===== src/rtl/pipelined_csel_adder.sv =====
// ---------------------------------------------------------------------------
// pipelined_csel_adder
//
// Purpose:
//   Parametrised, pipelined carry-select adder/subtractor. The operands are
//   cut into NBLK = WIDTH/BLOCK blocks and one block is resolved per stage.
//   Each stage precomputes its block sum for carry-in 0 and carry-in 1 and
//   then selects one with the carry registered by the previous stage. The
//   adder sustains one operation per cycle.
//
// Ports:
//   clk        in   1      rising-edge clock
//   rst_n      in   1      asynchronous active-low reset
//   in_valid   in   1      a, b, cin, sub are valid this cycle
//   in_ready   out  1      stage 0 can accept (transfer on in_valid & in_ready)
//   a          in   WIDTH  operand A
//   b          in   WIDTH  operand B
//   cin        in   1      carry-in, used only when sub = 0
//   sub        in   1      0: a + b + cin    1: a - b (a + ~b + 1)
//   out_valid  out  1      sum, cout, ovf are valid
//   out_ready  in   1      consumer accepts (transfer on out_valid & out_ready)
//   sum        out  WIDTH  result modulo 2^WIDTH
//   cout       out  1      carry out of the MSB (for sub, 1 = no borrow)
//   ovf        out  1      signed overflow (carry into MSB ^ carry out of MSB)
//
// Handshake (both sides): a word transfers on a rising clock edge where
// valid and ready are both 1. The producer holds its word while waiting;
// stage k advances when it is empty or the stage after it advances, so the
// ready chain runs combinationally from out_ready back to in_ready. While
// out_valid=1 and out_ready=0 nothing in a full pipeline moves.
// ---------------------------------------------------------------------------
module pipelined_csel_adder #(
    parameter int WIDTH = 32,
    parameter int BLOCK = 8
) (
    input  logic             clk,
    input  logic             rst_n,
    input  logic             in_valid,
    output logic             in_ready,
    input  logic [WIDTH-1:0] a,
    input  logic [WIDTH-1:0] b,
    input  logic             cin,
    input  logic             sub,
    output logic             out_valid,
    input  logic             out_ready,
    output logic [WIDTH-1:0] sum,
    output logic             cout,
    output logic             ovf
);

    // Guarded so an illegal configuration still elaborates far enough to
    // report the $error below instead of failing on a divide by zero.
    localparam int NBLK = (BLOCK >= 1 && WIDTH >= BLOCK) ? WIDTH / BLOCK : 1;

    generate
        if (BLOCK < 1) begin : g_bad_block
            $error("pipelined_csel_adder: BLOCK must be >= 1");
        end else if (WIDTH < BLOCK) begin : g_bad_width
            $error("pipelined_csel_adder: WIDTH must be >= BLOCK");
        end else if (WIDTH % BLOCK != 0) begin : g_bad_mod
            $error("pipelined_csel_adder: WIDTH must be a multiple of BLOCK");
        end
    endgenerate

    // -----------------------------------------------------------------------
    // Stage registers. s_q[k] holds the bits resolved so far (blocks 0..k);
    // a_q/b_q carry the operands forward (b already inverted for sub), and
    // only their unresolved upper blocks plus the MSB are consumed later.
    // -----------------------------------------------------------------------
    logic [NBLK-1:0]  v_q;
    logic [NBLK-1:0]  c_q;
    logic [WIDTH-1:0] s_q [NBLK];
    logic [WIDTH-1:0] a_q [NBLK];
    logic [WIDTH-1:0] b_q [NBLK];
    logic             ovf_q;

    // Per-stage inputs (what stage k would load) and next values.
    logic [NBLK-1:0]  op_v;
    logic [NBLK-1:0]  op_c;
    logic [WIDTH-1:0] op_a [NBLK];
    logic [WIDTH-1:0] op_b [NBLK];
    logic [WIDTH-1:0] part_s [NBLK];
    logic [WIDTH-1:0] nxt_s [NBLK];
    logic [NBLK-1:0]  nxt_c;
    logic             nxt_ovf;

    // rdy[k] = stage k may load this cycle; rdy[NBLK] is the consumer.
    logic [NBLK:0]    rdy;

    assign rdy[NBLK] = out_ready;

    genvar k;
    generate
        for (k = 0; k < NBLK; k++) begin : g_stage
            localparam int LSB = k * BLOCK;
            localparam logic [WIDTH-1:0] MASK = WIDTH'({BLOCK{1'b1}}) << LSB;

            logic [BLOCK:0] sum_c0;
            logic [BLOCK:0] sum_c1;
            logic [BLOCK:0] pick;

            assign rdy[k] = ~v_q[k] | rdy[k+1];

            if (k == 0) begin : g_head
                // Subtraction is a + ~b + 1: invert b here and force the
                // carry-in so every later stage is a plain adder.
                assign op_v[0]   = in_valid;
                assign op_a[0]   = a;
                assign op_b[0]   = sub ? ~b : b;
                assign op_c[0]   = sub | cin;
                assign part_s[0] = '0;
            end else begin : g_body
                assign op_v[k]   = v_q[k-1];
                assign op_a[k]   = a_q[k-1];
                assign op_b[k]   = b_q[k-1];
                assign op_c[k]   = c_q[k-1];
                assign part_s[k] = s_q[k-1];
            end

            // Both candidate block sums are formed independently of the
            // incoming carry; the carry only drives the final select.
            assign sum_c0 = {1'b0, op_a[k][LSB +: BLOCK]}
                          + {1'b0, op_b[k][LSB +: BLOCK]};
            assign sum_c1 = {1'b0, op_a[k][LSB +: BLOCK]}
                          + {1'b0, op_b[k][LSB +: BLOCK]}
                          + {{BLOCK{1'b0}}, 1'b1};
            assign pick   = op_c[k] ? sum_c1 : sum_c0;

            assign nxt_s[k] = (part_s[k] & ~MASK)
                            | (WIDTH'(pick[BLOCK-1:0]) << LSB);
            assign nxt_c[k] = pick[BLOCK];

            if (k == NBLK - 1) begin : g_tail
                // Carry into the MSB recovered from the MSB's sum bit:
                // s = a ^ b ^ c_in  =>  c_in = a ^ b ^ s.
                logic msb_carry_in;
                assign msb_carry_in = op_a[k][WIDTH-1] ^ op_b[k][WIDTH-1]
                                    ^ nxt_s[k][WIDTH-1];
                assign nxt_ovf      = msb_carry_in ^ nxt_c[k];
            end
        end
    endgenerate

    // -----------------------------------------------------------------------
    // Pipeline registers. A stage copies its upstream valid whenever it may
    // advance; data is only loaded for a valid word so that bubbles leave
    // the previous contents untouched.
    // -----------------------------------------------------------------------
    always_ff @(posedge clk or negedge rst_n) begin
        if (!rst_n) begin
            v_q   <= '0;
            c_q   <= '0;
            ovf_q <= 1'b0;
            for (int i = 0; i < NBLK; i++) begin
                s_q[i] <= '0;
                a_q[i] <= '0;
                b_q[i] <= '0;
            end
        end else begin
            for (int i = 0; i < NBLK; i++) begin
                if (rdy[i]) begin
                    v_q[i] <= op_v[i];
                    if (op_v[i]) begin
                        s_q[i] <= nxt_s[i];
                        c_q[i] <= nxt_c[i];
                        a_q[i] <= op_a[i];
                        b_q[i] <= op_b[i];
                    end
                end
            end
            if (rdy[NBLK-1] && op_v[NBLK-1]) begin
                ovf_q <= nxt_ovf;
            end
        end
    end

    assign in_ready  = rdy[0];
    assign out_valid = v_q[NBLK-1];
    assign sum       = s_q[NBLK-1];
    assign cout      = c_q[NBLK-1];
    assign ovf       = ovf_q;

endmodule


===== config.mk =====
export PLATFORM = sky130hd
export DESIGN_NAME = pipelined_csel_adder
export DESIGN_NICKNAME = d
export VERILOG_FILES = /design/src/rtl/pipelined_csel_adder.sv
export SDC_FILE = /design/constraint.sdc
export NUM_CORES = 1
export LEC_CHECK = 0
export CORE_ASPECT_RATIO = 0.7
export CORE_UTILIZATION = 55
export CTS_CLUSTER_SIZE = 20
export DETAILED_ROUTE_END_ITERATION = 16
export PLACE_DENSITY_LB_ADDON = 0.2
export SYNTH_ARGS = -nofsm -noshare
export SYNTH_HDL_FRONTEND = slang
export SYNTH_SLANG_ARGS = --single-unit

===== constraint.sdc =====
create_clock -name clk -period 3.1 [get_ports clk]
set_clock_uncertainty 0.05 [all_clocks]
set_input_delay 0.62 -clock clk [delete_from_list [all_inputs] [get_ports clk]]
set_output_delay 0.62 -clock clk [all_outputs]
set_load 0.02 [all_outputs]

==> run metrics, run 1 <==
status=complete, no violations; Synth Register Bits=185; largest net degree at the start of global routing=58; Crit. End Element=flop; first-pass GRT wire length=about 29000 um; Layout Nets=between 900 and 1000; ranking of synthesized cells by area=dfrtp_1 (52%), mux2_2 (16%), ha_1 (5.2%); critical path data arrival time=between 3 and 4 ns; Yosys warning total=0; Synth Cell Area=~8900 um2; later-pin clock latency in the skew report=0.43 ns; Diodes inserted=0; area leader, netlist=dfrtp_1; CP max stage cell=fa_2; DR vias/cell=5.42; Leak=between 4 and 5 nW; Slew @ Worst Pin=0.553 ns; fin crit share=around 95%; drt pass-1 iters=4; layout cells sized above 1=23.5%; buffer count from post-CTS setup fixing=0; Die W=between 150 and 200 um; Final Max Tran Viols=0; most frequent cells in the layout=dfrtp_1 (185), mux2_2 (125), clkdlybuf4s50_1 (103); H-tree levels=4; Mapped Nets=845; post-route minimum period=2.95 ns; Root Buffer=clkbuf_16; DRT Wirelength=roughly 17000 um; Mapped Avg Cell Area=12.1 um2; vias in the first global route=~6000; Distinct cells, synth=60; area delta synth->final=23.1%; post-route setup TNS=0 ns; Critical Path RT=between 3 and 4 ns; crit-path max cell delay=0.39 ns; TritonCTS clock tree=built; max-cap violations=0; gr usage total=22.4%; Yosys top cell area share=between 50% and 60%; Peak VDD IR=between 0.4 and 0.5 mV; final number of setup-violating endpoints=0; PwrDens=between 900 and 1000 nW/um2; Crit Path Category=reg -> reg; EDFF count, synth=0; die area=between 15000 and 20000 um2; antenna violations before repair=0; Die H=roughly 110 um; Max Freq=339 MHz; prevailing post-synth register cell=dfrtp_1; via count=5791; GRT overflow=0; Hold Fails Final Rpt=0; Routed Antenna Nets=0; DR iter-0 viols=232; crit path cell chain=ha_1 -> fa_2 -> a211o_1 -> a2111o_1 -> o211ai_1 -> nand4b_1 -> xor2_2 -> xor3_1 -> mux2_2; GPL Wtd Cong=between 0.8 and 0.9; Hold Path Class=in -> async; Synth Instances=around 730; Slew HR=~62%; Post-Place Setup Slack=-0.258 ns; worst setup margin=roughly 0.15 ns; Reg clk slew, reported paths=~0.07 ns; RSZ-0062 raised after global routing=no; critical path peak fanout=4; sequential area share after synthesis=~52%; HPWL after DPL=12900 um; wire per inst=approximately 16 um; core box area=15600 um2; DRC violations left=0; Num Clock Sinks=around 190; total power draw=between 9 and 10 mW; CTS Buffer Depth=2; commonest non-fill, non-tap cell in the layout=dfrtp_1; Startpoint Class=flop; I/O Pins=106; port bufs=approximately 110; post-synthesis async set-or-reset flop share=100%; row count=38; Starting Density=a little under three fifths; clock buffer count from CTS=17
-- worst max-delay path: cells and delay by family (launching register included) --
kind,cells,cell delay (ns)
simple gates,1,0.20
fa+ha+maj,2,0.64
xor+xnor,2,0.46
flops,1,0.38
compound gates,3,0.85
mux,1,0.26
-- layout make-up --
cell class                      instances  area, um2
Clock buffer                           19        443
Clock inverter                         12        119
Sequential cell                       185       4630
Multi-Input combinational cell        499       4110
Inverter                               21       78.8
Tap cell                              200        250
Timing Repair Buffer                  132       1340
Fill cell                            1100       4670
-- final timing paths --
kind	from	endpoint	slack, ns	cells past startpoint
setup reg to reg	a_q[56]$_DFFE_PN0P_	ovf$_DFFE_PN0P_	0.15	9
hold / removal	rst_n	a_q[126]$_DFFE_PN0P_	0.09	1
max in group asynchronous	rst_n	sum[4]$_DFFE_PN0P_	2.21	2
hold reg to reg	b_q[116]$_DFFE_PN0P_	b_q[116]$_DFFE_PN0P_	0.43	2
setup / recovery	a_q[56]$_DFFE_PN0P_	ovf$_DFFE_PN0P_	0.15	9
min in group clk	b_q[116]$_DFFE_PN0P_	b_q[116]$_DFFE_PN0P_	0.43	2
-- per-layer routing --
metal	track usage, %	share of wire, %
met5	0	0
met4	6.00	1.1
met3	4.21	3.5
met2	37.0	48
met1	30.6	48
-- Yosys cell counts, types with 3 or more instances --
| library cell | number |
|---|---|
| nand4b_1 | 4 |
| or2_2 | 5 |
| nand2_1 | 69 |
| mux2_2 | 125 |
| xnor2_1 | 51 |
| a21oi_1 | 12 |
| o31a_1 | 3 |
| a21boi_0 | 5 |
| inv_1 | 21 |
| nor3_1 | 4 |
| dfrtp_1 | 185 |
| and2_1 | 3 |
| o21a_1 | 5 |
| a21o_1 | 6 |
| nor2b_1 | 5 |
| a211oi_1 | 5 |
| xor2_1 | 23 |
| nand4_1 | 4 |
| ha_1 | 37 |
| nand2b_1 | 5 |
| buf_1 | 3 |
| nand3_1 | 3 |
| fa_1 | 4 |
| nor2_1 | 13 |
| o31ai_1 | 4 |
| or3_1 | 4 |
| o21ai_0 | 61 |
| clkbuf_1 | 22 |
-- through the flow --
stage	instances	utilization [%]	hold WS (ns)	area [um2]
after floorplan	734	-	0.274	8930
final	1068	70.1	0.0915	11000
after CTS	1068	70.1	0.111	11000
after global placement	1037	66.5	0.408	10400
after detailed placement	1037	66.5	0.420	10400
after global routing	1068	70.1	0.127	11000
-- power breakdown --
part,total [mW],internal (mW),switching [mW],leakage [nW]
sequential,3.76,3.26,0.505,2.22
combinational,4.07,2.10,1.96,2.24
clock,2.08,1.13,0.948,0.266
total,9.91,6.50,3.42,4.73
-- state kept, by name, summed over array words and instances (netlist names) --
signal / cells
a_q: 48
v_q: 4
b_q: 48
c_q: 4
part_s: 48
sum: 32
ovf: 1
-- logic make-up after synthesis --
logic type / after synthesis / synth area share (%)
fa+ha+maj: 41 / 6.09
compound gates: 123 / 8.75
buf+inv: 50 / 2.22
mux: 127 / 16.0
xor+xnor: 76 / 7.72
simple gates: 132 / 7.27
flops: 185 / 51.9
-- repair_timing --
action / 4_1_cts / 5_1_grt
hold buffers: 0 / 0
gates resized for setup: 0 / 1
setup endpoints to repair: 0 / 1
(Power assumes the default switching activity.)
==> inputs of run 2 (changes only) <==
Settings changed: CTS_CLUSTER_DIAMETER set to 200, REMOVE_ABC_BUFFERS set to 1.
==> run 2 against run 1 <==
Die area unchanged. Core utilization about the same. Final area about the same. Largest power group unchanged.
==> run metrics, run 2 (same netlist as run 1, synthesis figures left out) <==
GRT overflow=0 (unchanged); later-pin clock latency in the skew report=0.43 ns (about the same); crit-path max cell delay=0.39 ns (about the same); DRC violations left=0 (unchanged); vias in the first global route=6033 (+0.99%); RSZ-0062 raised after global routing=no; Die W=154 um (unchanged); HPWL after DPL=12300 um (-4.1%); hold slack=0.146 ns (+0.0542 ns); Leak=4.72 nW (-0.12%); Hold Fails Final Rpt=0 (unchanged); placed insts=1036 (-0.096%); core box area=15600 um2 (unchanged); fin util=70.1% (about the same); fin crit share=94.7% (-0.40 points); DR iter-0 viols=214 (-7.8%); port bufs=105 (unchanged); CTS Buffer Depth=2 (unchanged); WP buf/inv=0 (unchanged); I/O Pins=106 (unchanged); Layout Cells excl Fill=1068 (unchanged); most frequent cells in the layout=dfrtp_1 (185), mux2_2 (125), clkdlybuf4s50_1 (103); GPL Wtd Cong=0.820 (-2.5%); total power draw=9.90 mW (about the same); DRT Wirelength=17200 um (-0.87%); Slew @ Worst Pin=0.706 ns (+0.154 ns); first-pass GRT wire length=29200 um (+0.88%); Slew HR=52.9% (-9.3 points); Filler cells=1100 (unchanged); Final Max Tran Viols=0 (unchanged); family with the most delay on the worst path=compound AO/OA/AOI/OAI gates; Root Buffer=clkbuf_16; crit path cell chain=ha_1 -> fa_2 -> a211o_1 -> a2111o_1 -> o211ai_1 -> nand4b_1 -> xor2_2 -> xor3_1 -> mux2_2; Hold Path Class=in -> async; H-tree levels=4 (unchanged); clock buffer count from CTS=17 (unchanged); critical path data arrival time=3.21 ns (about the same); Startpoint Class=flop; Crit Path Category=reg -> reg; Max Freq=341 MHz (+0.42%); Layout Nets=966 (-0.10%); Critical Path RT=3.37 ns (about the same); gr usage total=22.6% (+0.24 points); CP max stage cell=fa_2; Num Clock Sinks=185 (unchanged); Reg clk slew, reported paths=0.07 ns (about the same); layout cells sized above 1=23.5% (unchanged); commonest non-fill, non-tap cell in the layout=dfrtp_1; TritonCTS clock tree=built; Diodes inserted=0 (unchanged); Starting Density=57.0% (unchanged); cts hold-fix bufs=0 (unchanged); post-route minimum period=2.94 ns (-0.0124 ns); DR vias/cell=5.45 (+0.52%); critical path peak fanout=4 (unchanged); Die H=109 um (unchanged); final number of setup-violating endpoints=0 (unchanged); Crit. End Element=flop; largest net degree at the start of global routing=91 (+57%); Peak VDD IR=0.406 mV (-9.4%); status=complete, no violations; max-cap violations=0 (unchanged); die area=16700 um2 (unchanged); antenna violations before repair=0 (unchanged); row count=38 (unchanged); wire per inst=16.1 um (-0.87%); PwrDens=904 nW/um2 (about the same); Routed Antenna Nets=0 (unchanged); area delta synth->final=23.0% (about the same); via count=5821 (+0.52%); drt pass-1 iters=4 (unchanged)
## run 2: power by group
| part | total (mW) | leakage (nW) | switching (mW) | internal, mW |
|---|---|---|---|---|
| clock | 2.12 | 0.269 | 0.986 | 1.13 |
| combinational | 4.04 | 2.23 | 1.94 | 2.11 |
| sequential | 3.74 | 2.22 | 0.489 | 3.26 |
| total | 9.90 | 4.72 | 3.41 | 6.49 |
## run 2: routing by layer
metal	GRT usage (%)	part of all wire, %	vias up
met5	0	0	-
met4	8.79	1.6	0
met3	4.89	3.6	22
met2	37.6	49	100
met1	29.3	46	2874
li1	-	-	2825
## run 2: per-stage QoR
step / setup TNS (ns) / setup slack (ns) / area (um2)
after detailed placement: -1.48 / -0.381 / 10400
final: 0 / 0.165 / 11000
after global routing: 0 / 0.0384 / 11000
after floorplan: -4.43 / -0.151 / 8790
after CTS: 0 / 0.0268 / 10900
after global placement: -0.760 / -0.200 / 10400
## run 2: timing repair
item	4_1_cts	5_1_grt
buffers inserted	0	0
setup endpoints to repair	0	6
gates resized for setup	0	7
## run 2: final timing paths
kind	start	end	slack, ns	cells past startpoint
worst max-delay path	a_q[56]$_DFFE_PN0P_	ovf$_DFFE_PN0P_	0.16	9
worst max register to register	a_q[56]$_DFFE_PN0P_	ovf$_DFFE_PN0P_	0.16	9
worst min register to register	part_s[16]$_DFFE_PN0P_	part_s[16]$_DFFE_PN0P_	0.43	2
worst min-delay path	rst_n	c_q[3]$_DFFE_PN0P_	0.15	1
max in group asynchronous	rst_n	b_q[81]$_DFFE_PN0P_	2.04	2
min in group clk	part_s[16]$_DFFE_PN0P_	part_s[16]$_DFFE_PN0P_	0.43	2
## run 2: worst register-to-register path: cells and delay by family (launching register included)
kind	cells	cell delay, ns
simple gates	1	0.20
xor+xnor	2	0.42
fa+ha+maj	2	0.64
flops	1	0.38
compound gates	3	0.85
mux	1	0.26
## run 2: final cells by class
cell class / count / area [um2] / share of cell area [%]
multi-input cells: 499 / 4130 / 37.6
repair buffers: 131 / 1310 / 11.9
clock inverters: 14 / 143 / 1.30
flip-flops and latches: 185 / 4630 / 42.2
clock buffers: 18 / 429 / 3.92
well taps: 200 / 250 / 2.28
inverters: 21 / 78.8 / 0.719
